<file path="src/rtl/conware_life_engine.sv">
// conware_life_engine
//   Game-of-Life (B3/S23) generation engine. Accepts one WIDTH*HEIGHT grid,
//   evolves it for the requested number of generations at one row per clock,
//   then presents the result until the downstream stage takes it.
//   Only one grid is in flight at a time.
//
//   Build option: CONWARE_WRAP_EN
//     Defined:   the grid is a torus (edges wrap around).
//     Undefined: cells outside the grid count as dead.
//
// Ports
//   clk          clock
//   rstn         synchronous reset, active-low
//   in_data      input grid, cell (r,c) = bit r*WIDTH+c, 1 = alive
//   in_valid     in_data/generations valid
//   in_ready     engine idle, accepts a grid
//   generations  number of generations to compute, sampled with in_data
//   out_data     result grid, same bit mapping
//   out_valid    out_data valid
//   out_ready    downstream accepts out_data
//   static_out   final generation equalled its predecessor (qualified by out_valid)
module conware_life_engine #(
  parameter int WIDTH  = 4,
  parameter int HEIGHT = 4,
  parameter int GEN_W  = 8
) (
  input  logic                    clk,
  input  logic                    rstn,
  input  logic [WIDTH*HEIGHT-1:0] in_data,
  input  logic                    in_valid,
  output logic                    in_ready,
  input  logic [GEN_W-1:0]        generations,
  output logic [WIDTH*HEIGHT-1:0] out_data,
  output logic                    out_valid,
  input  logic                    out_ready,
  output logic                    static_out
);

  localparam int N  = WIDTH * HEIGHT;
  localparam int RW = (HEIGHT > 1) ? $clog2(HEIGHT) : 1;

  typedef enum logic [1:0] {
    IDLE    = 2'd0,
    COMPUTE = 2'd1,
    DONE    = 2'd2
  } state_t;

  state_t             state, state_d;
  logic [N-1:0]       cur;
  logic [N-1:0]       nxt;
  logic [N-1:0]       nxt_full;
  logic [WIDTH-1:0]   row_new;
  logic [RW-1:0]      row;
  logic [GEN_W-1:0]   gen_left;
  logic               last_row;

  // Cell lookup with out-of-grid coordinates resolved by the border mode.
  function automatic logic cell_at(input logic [N-1:0] g, input int r, input int c);
    int           rr;
    int           cc;
    logic [N-1:0] sh;
`ifdef CONWARE_WRAP_EN
    rr = (r < 0) ? HEIGHT - 1 : ((r >= HEIGHT) ? 0 : r);
    cc = (c < 0) ? WIDTH - 1  : ((c >= WIDTH)  ? 0 : c);
`else
    if (r < 0 || r >= HEIGHT || c < 0 || c >= WIDTH) return 1'b0;
    rr = r;
    cc = c;
`endif
    sh = g >> unsigned'(rr * WIDTH + cc);
    return sh[0];
  endfunction

  assign in_ready  = (state == IDLE);
  assign out_valid = (state == DONE);
  assign last_row  = (row == RW'(HEIGHT - 1));

  // Next-generation values for the row currently being processed.
  always_comb begin
    logic [3:0] cnt;
    row_new = '0;
    cnt     = '0;
    for (int unsigned c = 0; c < WIDTH; c++) begin
      cnt = '0;
      for (int unsigned k = 0; k < 9; k++) begin
        if (k != 4)
          cnt = cnt + {3'b000, cell_at(cur, int'(row) + int'(k / 3) - 1,
                                            int'(c) + int'(k % 3) - 1)};
      end
      row_new[c] = (cnt == 4'd3) | (cell_at(cur, int'(row), int'(c)) & (cnt == 4'd2));
    end
  end

  // nxt with the row being computed this cycle merged in, so the final
  // row of a generation is available on the same edge cur is replaced.
  always_comb begin
    nxt_full = nxt;
    for (int unsigned r = 0; r < HEIGHT; r++) begin
      if (row == RW'(r)) nxt_full[r*WIDTH +: WIDTH] = row_new;
    end
  end

  always_ff @(posedge clk) begin
    if (!rstn) state <= IDLE;
    else       state <= state_d;
  end

  always_comb begin
    state_d = state;
    case (state)
      IDLE:    if (in_valid) state_d = (generations == '0) ? DONE : COMPUTE;
      COMPUTE: if (last_row && gen_left == GEN_W'(1)) state_d = DONE;
      DONE:    if (out_ready) state_d = IDLE;
      default: state_d = IDLE;
    endcase
  end

  always_ff @(posedge clk) begin
    if (!rstn) begin
      cur        <= '0;
      nxt        <= '0;
      row        <= '0;
      gen_left   <= '0;
      out_data   <= '0;
      static_out <= 1'b0;
    end else begin
      case (state)
        IDLE: begin
          if (in_valid) begin
            cur      <= in_data;
            gen_left <= generations;
            row      <= '0;
            if (generations == '0) begin
              out_data   <= in_data;
              static_out <= 1'b0;
            end
          end
        end
        COMPUTE: begin
          nxt <= nxt_full;
          if (last_row) begin
            cur        <= nxt_full;
            row        <= '0;
            gen_left   <= gen_left - GEN_W'(1);
            static_out <= (nxt_full == cur);
            if (gen_left == GEN_W'(1)) out_data <= nxt_full;
          end else begin
            row <= row + RW'(1);
          end
        end
        default: ;
      endcase
    end
  end

endmodule

</file>
<file path="config.mk">
export PLATFORM = sky130hd
export DESIGN_NAME = conware_life_engine
export DESIGN_NICKNAME = d
export VERILOG_FILES = /design/src/rtl/conware_life_engine.sv
export SDC_FILE = /design/constraint.sdc
export NUM_CORES = 1
export LEC_CHECK = 0
export ABC_AREA = 1
export CAP_MARGIN = 40
export CORE_AREA = 2 2 90 84
export DETAILED_ROUTE_END_ITERATION = 16
export DIE_AREA = 0 0 92 86
export PLACE_DENSITY = 0.83
export REMOVE_ABC_BUFFERS = 1
export SLEW_MARGIN = 20
export SYNTH_ARGS = -nofsm -noshare
export SYNTH_HDL_FRONTEND = slang
export SYNTH_SLANG_ARGS = --single-unit
</file>
<file path="constraint.sdc">
create_clock -name clk -period 11.7 [get_ports clk]
set_input_delay 1.17 -clock clk [delete_from_list [all_inputs] [get_ports clk]]
set_output_delay 1.17 -clock clk [all_outputs]
set_load 0.01 [all_outputs]
</file>
# Yosys cells after proc, flatten, opt, wreduce, memory -nomap -nowiden
# Cells that the tools add are included.
[op_classes]
magnitude_cmp = 6
reduce_logical = 13
shift = 16
n_eq_ne = 21
n_mux = 45
n_addsub = 40
bitwise = 8
[ops]
columns = ["cell", "n"]
rows = [
  ["16-bit by 32-bit right shift with 1-bit output", 12],
  ["16-bit two-way mux", 6],
  ["16-bit case mux with 2 select lines", 2],
  ["4-bit by 1-bit adder with 4-bit output", 12],
  ["16-bit by 5-bit right shift with 1-bit output", 3],
  ["4-bit by 2-bit equality test with 1-bit output, second input constant", 8],
  ["6-bit by 3-bit adder with 7-bit output, second input constant", 4],
  ["1-bit two-way mux", 21],
  ["16-bit equality test", 1],
  ["4-bit two-way mux", 4],
  ["8-bit two-way mux", 2],
  ["8-bit case mux with 2 select lines", 1],
  ["16-bit by 4-bit right shift with 1-bit output", 1],
  ["6-bit by 2-bit adder with 7-bit output, second input constant", 2],
  ["3-bit by 1-bit adder with 4-bit output", 3],
  ["5-bit by 3-bit adder with 6-bit output, second input constant", 2],
  ["2-bit two-way mux", 6],
  ["4-bit by 2-bit adder with 5-bit output, second input constant", 2],
  ["2-bit by 1-bit adder with 3-bit output", 3],
  ["8-bit by 1-bit equality test with 1-bit output, second input constant", 1],
  ["4-bit >= comparator, second input constant", 2],
  ["8-bit logical NOT", 1],
  ["4-bit by 1-bit < comparator with 1-bit output, second input constant", 2],
  ["2-bit inequality test, second input constant", 4],
  ["other kinds (27)", 44],
]
[word_totals]
word_cells = 156
inputBits = 28
output_inout_bits = 19
ff_bits = 61

# Depth between registers and ports, before layout
# Gate-level depths: netlist (run 1).
[logic_depth]
ltp_word = 19
ltp_mapped = 26
mapped_depth_nobuf = 24

# Least setup slack after synthesis (run 1)
# No wires, ideal clock.
[synth_path]
path_type = "flip-flop to flip-flop"
from = "register row[0]"
to = "register static_out"
arrival_ps = 4778
required_ps = 11630
stages_incl_launch_ff = 25
slack_ps = 6852
synth_period_minus_slack_ps = 4848
path_buffers = 2
setup_time_ps = 70
path_cell_list = "dfxtp_1 > buf_4 > inv_4 > ha_1 > clkbuf_1 > inv_1 > nor2_1 > nor3_1 > inv_1 > fa_1 > fa_1 > inv_1 > fa_1 > ha_1 > fa_1 > o21ai_0 > a21oi_1 > nand2_2 > nand2_2 > nand3_1 > a21oi_1 > nand2_1 > nor2_1 > nand2_1 > a21oi_1"
[synth_between]
elab_chain_cells = 19
word_cells_on_any_way = 107
classes_between = "add/sub: 38; order compare: 6; eq/ne: 13; shift: 16; mux: 21; bitwise: 8; reduce/logical: 5"
[synth_lines]
columns = ["element", "line_no", "text"]
rows = [
  ["start, declared", "53", "logic [RW-1:0] row;"],
  ["start signal, assigned", "148", "row <= row + RW'(1);"],
  ["parallel branches: the longest is 19 deep, another holds 5-bit by 2-bit adder with 6-bit output", "n/a", ""],
  ["end signal, assigned", "145", "static_out <= (nxt_full == cur);"],
  ["end, declared", "36", "output logic static_out"],
]
# Parallel ways; which one is timed is not known. The select of a mux whose other input is x is not followed.
# A chain may end at the register's enable or synchronous reset.

# Worst setup path in the final report (run 1)
# Ends and elaborated chain as after synthesis.

==> results of run 1 <==
[metrics by stage]
step | std cells | cell area, um2 | hold WS, ps | power [W] | util [%]
5_1_grt | 776 | 4838 | 481.7 | 0.001015 | 70.18
2_1_floorplan | 619 | 4056 | 440.5 | 0.0006129 | -
6_report | 776 | 4838 | 466.2 | 0.0009325 | 70.18
3_3_place_gp | 759 | 4641 | 450.2 | 0.0007377 | 67.31
3_5_place_dp | 760 | 4661 | 451.9 | 0.0007541 | 67.60
4_1_cts | 776 | 4838 | 463.3 | 0.0009303 | 70.18
[cell families after synthesis]
logic type	Yosys count	share of synthesized area, %
simple gates	291	29.69
buf+inv	140	13.69
compound gates	128	17.28
flops	61	28.98
fa+ha+maj	27	10.15
xor+xnor	1	0.2079
[layout make-up]
| type | instances | area (um2) | share of cell area, % |
|---|---|---|---|
| sequential | 61 | 1221 | 25.24 |
| tap | 93 | 116.4 | 2.405 |
| clock buffer | 11 | 141.4 | 2.922 |
| clock inverter | 5 | 36.28 | 0.7499 |
| multi-input combinational | 447 | 2416 | 49.94 |
| timing repair buffer | 48 | 488.0 | 10.09 |
| inverter | 111 | 419.2 | 8.663 |
[flip-flops by register name (all words and copies together), names as in the netlist]
name	cells
row	2
nxt	16
static_out	1
cur	16
out_data	16
gen_left	8
state	2
[worst paths after layout]
check | end | start | depth (start not counted)
max | static_out$_SDFFE_PN0P_ | row[0]$_SDFFE_PN0P_ | 22
min | nxt[10]$_SDFFE_PN0P_ | nxt[10]$_SDFFE_PN0P_ | 2
max reg2reg | static_out$_SDFFE_PN0P_ | row[0]$_SDFFE_PN0P_ | 22
min reg2reg | nxt[10]$_SDFFE_PN0P_ | nxt[10]$_SDFFE_PN0P_ | 2
[metal layers]
metal	track usage (%)	part of all wire [%]	vias up
met1	40.13	47	1952
li1	-	-	2120
met3	4.833	5.2	21
met4	12.48	2.2	0
met2	45.52	46	130
met5	0	0	-
[power by group]
group | switching [W] | total (W) | leakage (nW) | internal, W
registers | 0.0000288 | 0.000267 | 0.500 | 0.000238
logic | 0.000314 | 0.000491 | 1.72 | 0.000178
clock network | 0.0000918 | 0.000174 | 0.0815 | 0.0000826
total | 0.000434 | 0.000933 | 2.30 | 0.000498
[critical path, delay by kind of cell (launching register included)]
kind / cells / cell delay [ps]
fa+ha+maj: 6 / 2680
flops: 1 / 880
buf+inv: 4 / 530
simple gates: 8 / 1000
compound gates: 4 / 570
[synthesized netlist by cell type (2+ instances only)]
master,instances
ha_1,15
or2_1,3
nor3_1,10
fa_1,12
buf_4,2
or2_2,9
inv_2,4
a211oi_1,3
clkbuf_1,8
nand3_1,56
buf_2,9
nand3b_1,2
inv_1,106
a21oi_1,48
nor2_1,48
nor2_4,2
o21ai_1,27
a31oi_1,2
o21ai_0,27
nand2_1,153
buf_1,6
nor4_1,2
buf_6,4
nand2_2,3
dfxtp_1,61
a21oi_2,14
==> out/qor.txt, run 1 <==
Routed WL -> 10920 um
Critical Path RT -> 11990 ps
Post-synth EDFFs -> 0
row count -> 29
die area -> 7912 um2
Clock Skews -> 7.408 ps
Critical Path AT -> 6030 ps
post-synth top area share -> 28.98%
Post-CTS Setup Repair Bufs -> 0
status -> complete, no violations
PD cells -> 192.7 nW/um2
fillers -> 589
Setup crit end kind -> register
DRT iter0 DRCs -> 269
Vias -> 4223
CP Launch Type -> register
Initial Util -> 61.13%
Worst-Margin Slew -> 853.4 ps
Max Cap Viol -> 0
worst-path cell chain -> inv_4 -> ha_1 -> inv_1 -> nor2_1 -> nor3_1 -> inv_1 -> fa_1 -> fa_1 -> inv_1 -> fa_1 -> ha_1 -> fa_1 -> o21ai_0 -> a21oi_1 -> nand2_2 -> nand2_1 -> nand3_1 -> a21oi_1 -> nand2_1 -> nor2_1 -> nand2_1 -> a21oi_1
Ys Warns -> 0
CP dominant cell by count -> fa_1
RSZ-0062 raised after global routing -> false
antenna diode count -> 0
Fin. Hold Viols -> 0
Max VDD drop -> 0.1067 mV
clk sinks -> 61
Die Wd -> 92 um
drt pass-1 iters -> 4
min-delay worst type -> register to register
synthesized instance count -> 648
delay of the slowest critical-path stage -> 880 ps
relative slew slack -> 43.03%
total CTS buffers -> 9
Nets -> 733
Distinct cells, synth -> 38
Synth async-reset ratio -> 0%
most common cell after layout, fill and taps aside -> nand2_1
Clk Latency, worst-skew pair -> 350 ps
IO Pins -> 47
vias in the first global route -> 3876
H-tree depth -> 3
first-pass GRT wire length -> 18360 um
dpl ws -> 6031 ps
crit path time final -> 5743 ps
Root Driver -> clkbuf_8
CTS tree -> yes
setup slack, reg-to-reg -> 5960 ps
fmax -> 174.1 MHz
drt wl/cell -> 14.07 um
area leader, netlist -> dfxtp_1
commonest cells after routing, fill and taps aside -> nand2_1 (153), inv_1 (105), dfxtp_1 (61)
Worst path slowest cell -> dfxtp_1
post-route antenna net violation count -> 0
DIE HEIGHT -> 86 um
initial antenna violation count -> 0
IO buf count -> 46
clock buffer depth -> 2
largest net degree at the start of global routing -> 48
DRC -> 0
leakage -> 2.301 nW
Mapped Area -> 4214 um2
HPWL Detailed -> 8004 um
GPL Wtd Cong -> 0.9521
kind of critical path -> register to register
Total GRT Usage -> 29.13%
register area share after synthesis -> 28.98%
share of cells above drive strength 1 -> 7.760%
placeable core region -> 6894 um2
Via density -> 5.442
Crit Path Max Fanout -> 28
setup TNS -> 0 ps
post-synthesis register bit count -> 61
Syn Area/Cell -> 6.503 um2
Layout Area Growth over Synthesis -> 14.82%
final setup margin -> 5957 ps
CTS Hold Bufs -> 0
synth top area cells -> dfxtp_1 (29%), nand2_1 (14%), inv_1 (9.4%), nand3_1 (6.7%), a21oi_1 (5.7%)
post_cts resized -> 0
period utilisation layout -> 49.09%
GR Overflow Total -> 0
Reg clk slew, reported paths -> 70 ps
Slew Viols, Final -> 0
Main synth FF type -> dfxtp_1
final setup fails -> 0
Power figures use the tool's default switching activity.
==> run 2, diff against run 1 <==
CORE_AREA = 2 2 98 91   (was 2 2 90 84)
DIE_AREA = 0 0 100 93   (was 0 0 92 86)
PLACE_DENSITY = 0.74   (was 0.83)
clock period = 4.6 ns   (was 11.7 ns; I/O delays follow)
==> out/qor.txt, run 2 (synthesis gave the netlist of run 1 again) <==
status -> complete, no violations
worst-path cell chain -> buf_12 -> o21ai_2 -> nor2_2 -> nor3_2 -> inv_1 -> fa_1 -> fa_1 -> inv_2 -> fa_1 -> ha_2 -> fa_1 -> o21ai_1 -> a21oi_1 -> buf_4 -> nand2_4 -> nand2_4 -> nand3_2 -> a21oi_2 -> nand2_1 -> nor2_2 -> nand2_1 -> a21oi_2
start point of the critical path -> row[0]$_SDFFE_PN0P_
row count -> 32
kind of critical path -> register to register
clock network power share -> 18.8%
Crit path max-delay family -> adder cells
first-pass GRT wire length -> 18980 um
fmax -> 224.5 MHz
clk sinks -> 61
Metal-1 WL -> 5450 um
Clk Latency, worst-skew pair -> 340 ps
Nets -> 761
Slew Viols, Final -> 0
H-tree depth -> 3
Clock Skews -> 9.278 ps
initial antenna violation count -> 0
PD cells -> 520.9 nW/um2
Max Cap Viol -> 0
relative slew slack -> 52.36%
GR Overflow Total -> 0
min-delay worst type -> register to register
P_int -> 0.001520 W
setup TNS -> 0 ps
HPWL Detailed -> 8628 um
CTS tree -> yes
DIE HEIGHT -> 93 um
Die Wd -> 100 um
clock buffer depth -> 2
CTS Hold Bufs -> 0
RSZ-0062 raised after global routing -> true
IO buf count -> 46
critical path depth -> 22
Fin. Hold Viols -> 0
Worst-Margin Slew -> 713.6 ps
Critical Path RT -> 4870 ps
period utilisation layout -> 96.81%
Util after Layout -> 62.74%
total CTS buffers -> 9
Reg clk slew, reported paths -> 70 ps
WHS -> 464.2 ps
met2 WL -> 5491 um
antenna diode count -> 0
CP dominant cell by count -> fa_1
Via density -> 5.323
largest net degree at the start of global routing -> 46
Total GRT Usage -> 25.70%
die area -> 9300 um2
drt pass-1 iters -> 5
switching pwr -> 0.001202 W
metal3 WL -> 627 um
GPL Wtd Cong -> 0.9875
hold path depth -> 2
delay of the slowest critical-path stage -> 530 ps
final setup fails -> 0
share of cells above drive strength 1 -> 14.63%
R2R cell count -> 22
Setup crit end kind -> register
DRT iter0 DRCs -> 288
most common cell after layout, fill and taps aside -> nand2_1
Top Layer Used -> met4
vias in the first global route -> 4023
placeable core region -> 8328 um2
Hold Path Origin -> nxt[8]$_SDFFE_PN0P_
Critical Path AT -> 4720 ps
CP Launch Type -> register
combinational power share -> 56.5%
total power -> 0.002722 W
Initial Util -> 50.60%
Routed WL -> 11700 um
Root Driver -> clkbuf_8
Vias -> 4328
Crit Path Max Fanout -> 12
crit path time final -> 4453 ps
Layout Area Growth over Synthesis -> 23.99%
commonest cells after routing, fill and taps aside -> nand2_1 (152), inv_1 (103), dfxtp_1 (59)
Seq pwr share -> 24.7%
Max VDD drop -> 0.2123 mV
drt wl/cell -> 14.39 um
leakage -> 2.500 nW
post-route antenna net violation count -> 0
switching part of the total -> 44.14%
DRC -> 0
Worst path slowest cell -> fa_1
biggest regs -> cur x16, nxt x16, out_data x16
reg-to-reg startpoint -> row[0]$_SDFFE_PN0P_
Bufs and invs on worst path -> 4
IO Pins -> 47
fillers -> 823
## run 2: timing repair
| item | 4_1_cts | 5_1_grt |
|---|---|---|
| buffers inserted | 0 | 2 |
| pin swaps | 1 | 13 |
| endpoints found under the setup margin | 6 | 17 |
| gates cloned | 0 | 1 |
| resized for setup | 5 | 31 |
## run 2: power groups by stage
stage                     Combinational (W)  Sequential [W]  Clock [W]
after global routing                0.00171        0.000680   0.000543
after detailed placement            0.00141        0.000679          0
after global placement              0.00139        0.000676          0
after floorplan                    0.000879        0.000680          0
final                               0.00154        0.000671   0.000512
after CTS                           0.00143        0.000667   0.000518
## run 2: routing by layer
metal,global-route usage [%],up-vias
met1,35.53,2027
met5,0,-
met3,3.812,11
li1,-,2178
met2,42.85,112
met4,5.365,0
## run 2: path summary, 6_finish.rpt
path	endpoint	slack, ps
worst max-delay path	static_out$_SDFFE_PN0P_	150
worst min-delay path	nxt[8]$_SDFFE_PN0P_	460
worst min register to register	nxt[8]$_SDFFE_PN0P_	460
worst max register to register	static_out$_SDFFE_PN0P_	150
## run 2: through the flow
| step | instances | cell area (um2) | setup slack, ps |
|---|---|---|---|
| final | 813 | 5225 | 146.6 |
| after global routing | 813 | 5225 | -61.86 |
| after CTS | 810 | 5081 | 20.25 |
| after detailed placement | 794 | 4860 | -172.9 |
| after global placement | 793 | 4840 | -72.37 |
| after floorplan | 619 | 4056 | -532.4 |
## run 2: cell type report
class	instances	area, um2	share of cell area (%)
clock buffers	13	168.9	3.233
clock inverters	3	42.54	0.8142
inverters	111	419.2	8.022
multi-input cells	447	2512	48.08
flip-flops and latches	61	1226	23.47
well taps	102	127.6	2.443
repair buffers	76	728.2	13.94
## run 2: worst register-to-register path, cell delays in order, from the launching register on
cell	delay (ps)
dfxtp_4	380
buf_12	150
o21ai_2	200
nor2_2	50
nor3_2	190
inv_1	80
fa_1	480
fa_1	530
inv_2	40
fa_1	460
ha_2	200
fa_1	480
o21ai_1	60
a21oi_1	150
buf_4	170
nand2_4	80
nand2_4	80
nand3_2	70
a21oi_2	140
nand2_1	70
nor2_2	120
nand2_1	80
a21oi_2	120
==> patch 1 (flow settings as in run 1) <==
Set the parameter `GEN_W` to 6 (it was 8).
--- a/src/rtl/conware_life_engine.sv
+++ b/src/rtl/conware_life_engine.sv
@@ -22,7 +22,7 @@
 module conware_life_engine #(
   parameter int WIDTH  = 4,
   parameter int HEIGHT = 4,
-  parameter int GEN_W  = 8
+  parameter int GEN_W  = 6
 ) (
   input  logic                    clk,
   input  logic                    rstn,
Ports: changed (resized generations); port bits go from 47 to 45. No check against the original RTL was run, so the function may have changed too.
==> patch 1 against run 1 <==
Sequential cell count is 2 lower; total power up 23%; routed wire length is 1.8% lower; hold slack lost 1.8 ps; synthesized cell count is 1.2% lower; worst setup slack worse by 140 ps; final area is 1.0% lower; area after synthesis decreased by 1.8%.
==> patch 1: results (changes against run 1) <==
filler instances - 603 (+2.4%)
met2 global-route usage - 0.451 (-0.00468)
routed wl met3 - 767 µm (+34%)
final RePlAce weighted congestion - 0.899 (-5.6%)
LEAKAGE - 2.31 nW (+0.20%)
Final nets - 724 (-1.2%)
Worst path max stage delay - 640 ps (-240 ps)
largest cells by area after synthesis - dfxtp_1, nand2_1, inv_1
depth of the CTS H-tree - 3 (unchanged)
grt met3 use - 0.0510 (+0.00264)
Wirelength per Cell - 14.0 µm (-0.82%)
maximum VDD drop - 0.0996 mV (-6.7%)
largest net degree at the start of global routing - 50 (+4.2%)
M1 WL - 4840 µm (-4.9%)
dpl cells - 752 (-1.1%)
worst path arrival time - 6160 ps (+130 ps)
P_int - 0.586 mW (+18%)
Overall Global Routing Usage - 0.281 (-0.0108)
hold path start - nxt[15]
Detailed Routing Iterations Pass 1 - 6 (+2)
crit path time final - 5880 ps (+140 ps)
worst-path maximum fanout - 16 (-43%)
register area share after synthesis - 0.285 (-0.00450)
GR Util met1 - 0.386 (-0.0156)
vias in the first global route - 3799 (-2.0%)
status - finished clean
top cells by count, synth - nand2_1, inv_1, nand3_1
Synth Area per Inst - 6.47 µm² (-0.52%)
1st-iter DRT viols - 422 (+57%)
Netlist cell types - 33 (-13%)
global-route wire length before repair - 17800 µm (-3.2%)
clk_skew - 8.53 ps (+1.12 ps)
IO Port Bufs - 44 (-4.3%)
worst hold slack - 464 ps (-1.84 ps)
CP Capture Type - flop
fraction of layout cells with a size suffix above 1 - 0.0904 (+0.0128)
Area after DPL - 4600 µm² (-1.3%)
via count - 4109 (-2.7%)
DR WL met2 - 4910 µm (-1.9%)
HPWL after detailed placement - 7820 µm (-2.3%)
FF-to-FF path depth - 23 (+4.5%)
hold path endpoint - nxt[15]
actual slew at the worst max-slew pin - 739 ps (-114 ps)
drt total wl - 10700 µm (-1.8%)
[patch 1: power groups by stage]
stage	Clock, mW	Combinational, mW	Sequential [mW]
2_1_floorplan	0	0.490	0.274
3_3_place_gp	0	0.649	0.276
3_5_place_dp	0	0.685	0.277
4_1_cts	0.174	0.690	0.273
5_1_grt	0.182	0.788	0.276
6_report	0.173	0.705	0.272
[patch 1: layout make-up]
class,count,area (µm²),area share
multi-input combinational,443,2400,0.502
sequential,59,1180,0.247
timing repair buffer,47,487,0.102
inverter,111,422,0.0880
clock buffer,13,169,0.0353
tap,93,116,0.0243
clock inverter,2,10.0,0.00209
[patch 1: cell families (layout without fill, tap and decap cells)]
kind of cell / Yosys count / in the layout / share of synthesized area
flops: 59 / 59 / 0.285
compound gates: 115 / 115 / 0.147
simple gates: 301 / 301 / 0.331
buf+inv: 138 / 173 / 0.134
fa+ha+maj: 27 / 27 / 0.103
==> patch 2 (flow settings as in run 1) <==
Made on the original files. Reset style: asynchronous (`rstn`), changed in 2 clocked blocks. Comments in the files are not updated.
--- a/src/rtl/conware_life_engine.sv
+++ b/src/rtl/conware_life_engine.sv
@@ -100,7 +100,7 @@
     end
   end
 
-  always_ff @(posedge clk) begin
+  always_ff @(posedge clk or negedge rstn) begin
     if (!rstn) state <= IDLE;
     else       state <= state_d;
   end
@@ -115,7 +115,7 @@
     endcase
   end
 
-  always_ff @(posedge clk) begin
+  always_ff @(posedge clk or negedge rstn) begin
     if (!rstn) begin
       cur        <= '0;
       nxt        <= '0;
Function: not settled (the Yosys comparison gave no result); the edit may change what the design does.
==> patch 2 against run 1 <==
Die area did not move; sequential share of layout area rose by 4.5 points; area after synthesis is 4.2% higher; synthesized cell count shrank 6.8%; largest cell class unchanged; global-route usage grew 1.5 points; worst setup slack better by 190 ps; sequential cell count unchanged; final area is 6.2% higher; routed wire length increased by 4.1%.
Power is left out: the tool's default activity adds up to more than one toggle a clock period on the data nets, which glitch-free logic cannot reach.
==> patch 2: results (changes against run 1) <==
status - finished clean
M1 WL - 5060 µm (-0.75%)
clk_skew - 9.17 ps (+1.76 ps)
vias in the first global route - 3864 (-0.31%)
HPWL after detailed placement - 8320 µm (+4.0%)
worst-path maximum fanout - 9 (-68%)
Syn Inst Count - 604 (-6.8%)
met2 global-route usage - 0.476 (+0.0207)
largest net degree at the start of global routing - 62 (+29%)
initial antenna violation count - 0 (unchanged)
Skew-Pair Late Insertion Delay - 350 ps (about the same)
pre-CTS setup slack - 5780 ps (-254 ps)
# diodes - 0 (unchanged)
grt met3 use - 0.0589 (+0.0105)
filler instances - 547 (-7.1%)
final RePlAce weighted congestion - 1.01 (+5.9%)
Worst path max stage delay - 550 ps (-330 ps)
Post-route DRC - 0 (unchanged)
global-route wire length before repair - 18900 µm (+3.0%)
top cells by count, synth - nand2_1, inv_1, dfrtp_1
Largest regs - cur: 16 flops, nxt: 16 flops, out_data: 16 flops
DR WL met2 - 5230 µm (+4.4%)
post-CTS sizing - 0 (unchanged)
GR Util met1 - 0.439 (+0.0373)
Final nets - 701 (-4.4%)
Num CTS Buffers - 9 (unchanged)
Detailed Routing Iterations Pass 1 - 5 (+1)
delay-heaviest family, CP - adder cells
Wirelength per Cell - 15.3 µm (+8.7%)
ys async rst share - 1.00 (+1.00)
dpl cells - 725 (-4.6%)
Critical-path top delay cell - dfrtp_1
max_slew headroom - 0.441 (+0.0112)
top sig layer - met4
1st-iter DRT viols - 387 (+44%)
largest cells by area after synthesis - dfrtp_1, nand2_1, inv_1
fraction of layout cells with a size suffix above 1 - 0.0985 (+0.0209)
worst path arrival time - 5840 ps (-190 ps)
Synth warnings - 0 (unchanged)
Max Buffers Root-to-Sink - 2 (unchanged)
final cell count without fillers - 743 (-4.3%)
Overall Global Routing Usage - 0.306 (+0.0147)
Netlist cell types - 39 (+2.6%)
Fmax - 0.180 GHz (+3.4%)
Root Buffer - clkbuf_8
register area share after synthesis - 0.348 (+0.0580)
routed wl met3 - 830 µm (+45%)
depth of the CTS H-tree - 3 (unchanged)
IO Port Bufs - 46 (unchanged)
Worst-path clk slew - 70 ps (about the same)
commonest non-fill, non-tap cell in the layout - nand2_1
via count - 4131 (-2.2%)
==> patch 2: final timing paths <==
check	start	endpoint	slack, ps	depth (start not counted)
hold / removal	out_data[5]	out_data[5]	480	2
min in group asynchronous	rstn	out_data[15]	730	2
max in group asynchronous	rstn	cur[4]	10500	3
setup reg to reg	row[1]	static_out	6150	21
setup / recovery	row[1]	static_out	6150	21
hold reg to reg	out_data[5]	out_data[5]	480	2
==> patch 2: final cells by class <==
cell class | count | area (µm²) | area share
multi-input combinational | 444 | 2450 | 0.476
sequential | 61 | 1530 | 0.297
timing repair buffer | 49 | 505 | 0.0984
inverter | 80 | 303 | 0.0589
clock buffer | 12 | 145 | 0.0282
tap | 93 | 116 | 0.0226
clock inverter | 4 | 95.1 | 0.0185
==> patch 2: per-stage QoR <==
stage	util	area, µm²
after floorplan	-	4280
after global placement	0.704	4860
after detailed placement	0.704	4860
after CTS	0.739	5100
after global routing	0.745	5140
final	0.745	5140
==> patch 2: worst reg2reg max path, cell delays in order, from the launching register on <==
cell and delay (ps):
dfrtp_1 550, inv_2 190, ha_1 480, clkinv_1 280
or2_2 360, o211ai_1 200, fa_1 480, fa_1 460
fa_1 490, inv_1 40, ha_1 190, fa_1 490
o21ai_0 120, a21oi_2 340, nand3_2 130, o211ai_1 100
nand2_1 80, nor2_1 230, nand2_1 80, nor2_1 90
nand2_1 60, nand2_1 50
==> patch 2: cell families after synthesis <==
| group | after synthesis | share of synthesized area |
|---|---|---|
| adders and majority gates | 28 | 0.100 |
| and+or+nand+nor | 336 | 0.349 |
| xor gates and xnor gates | 3 | 0.00599 |
| AOI/OAI and AO/OA | 77 | 0.103 |
| buffers and inverters | 99 | 0.0946 |
| DFF | 61 | 0.348 |
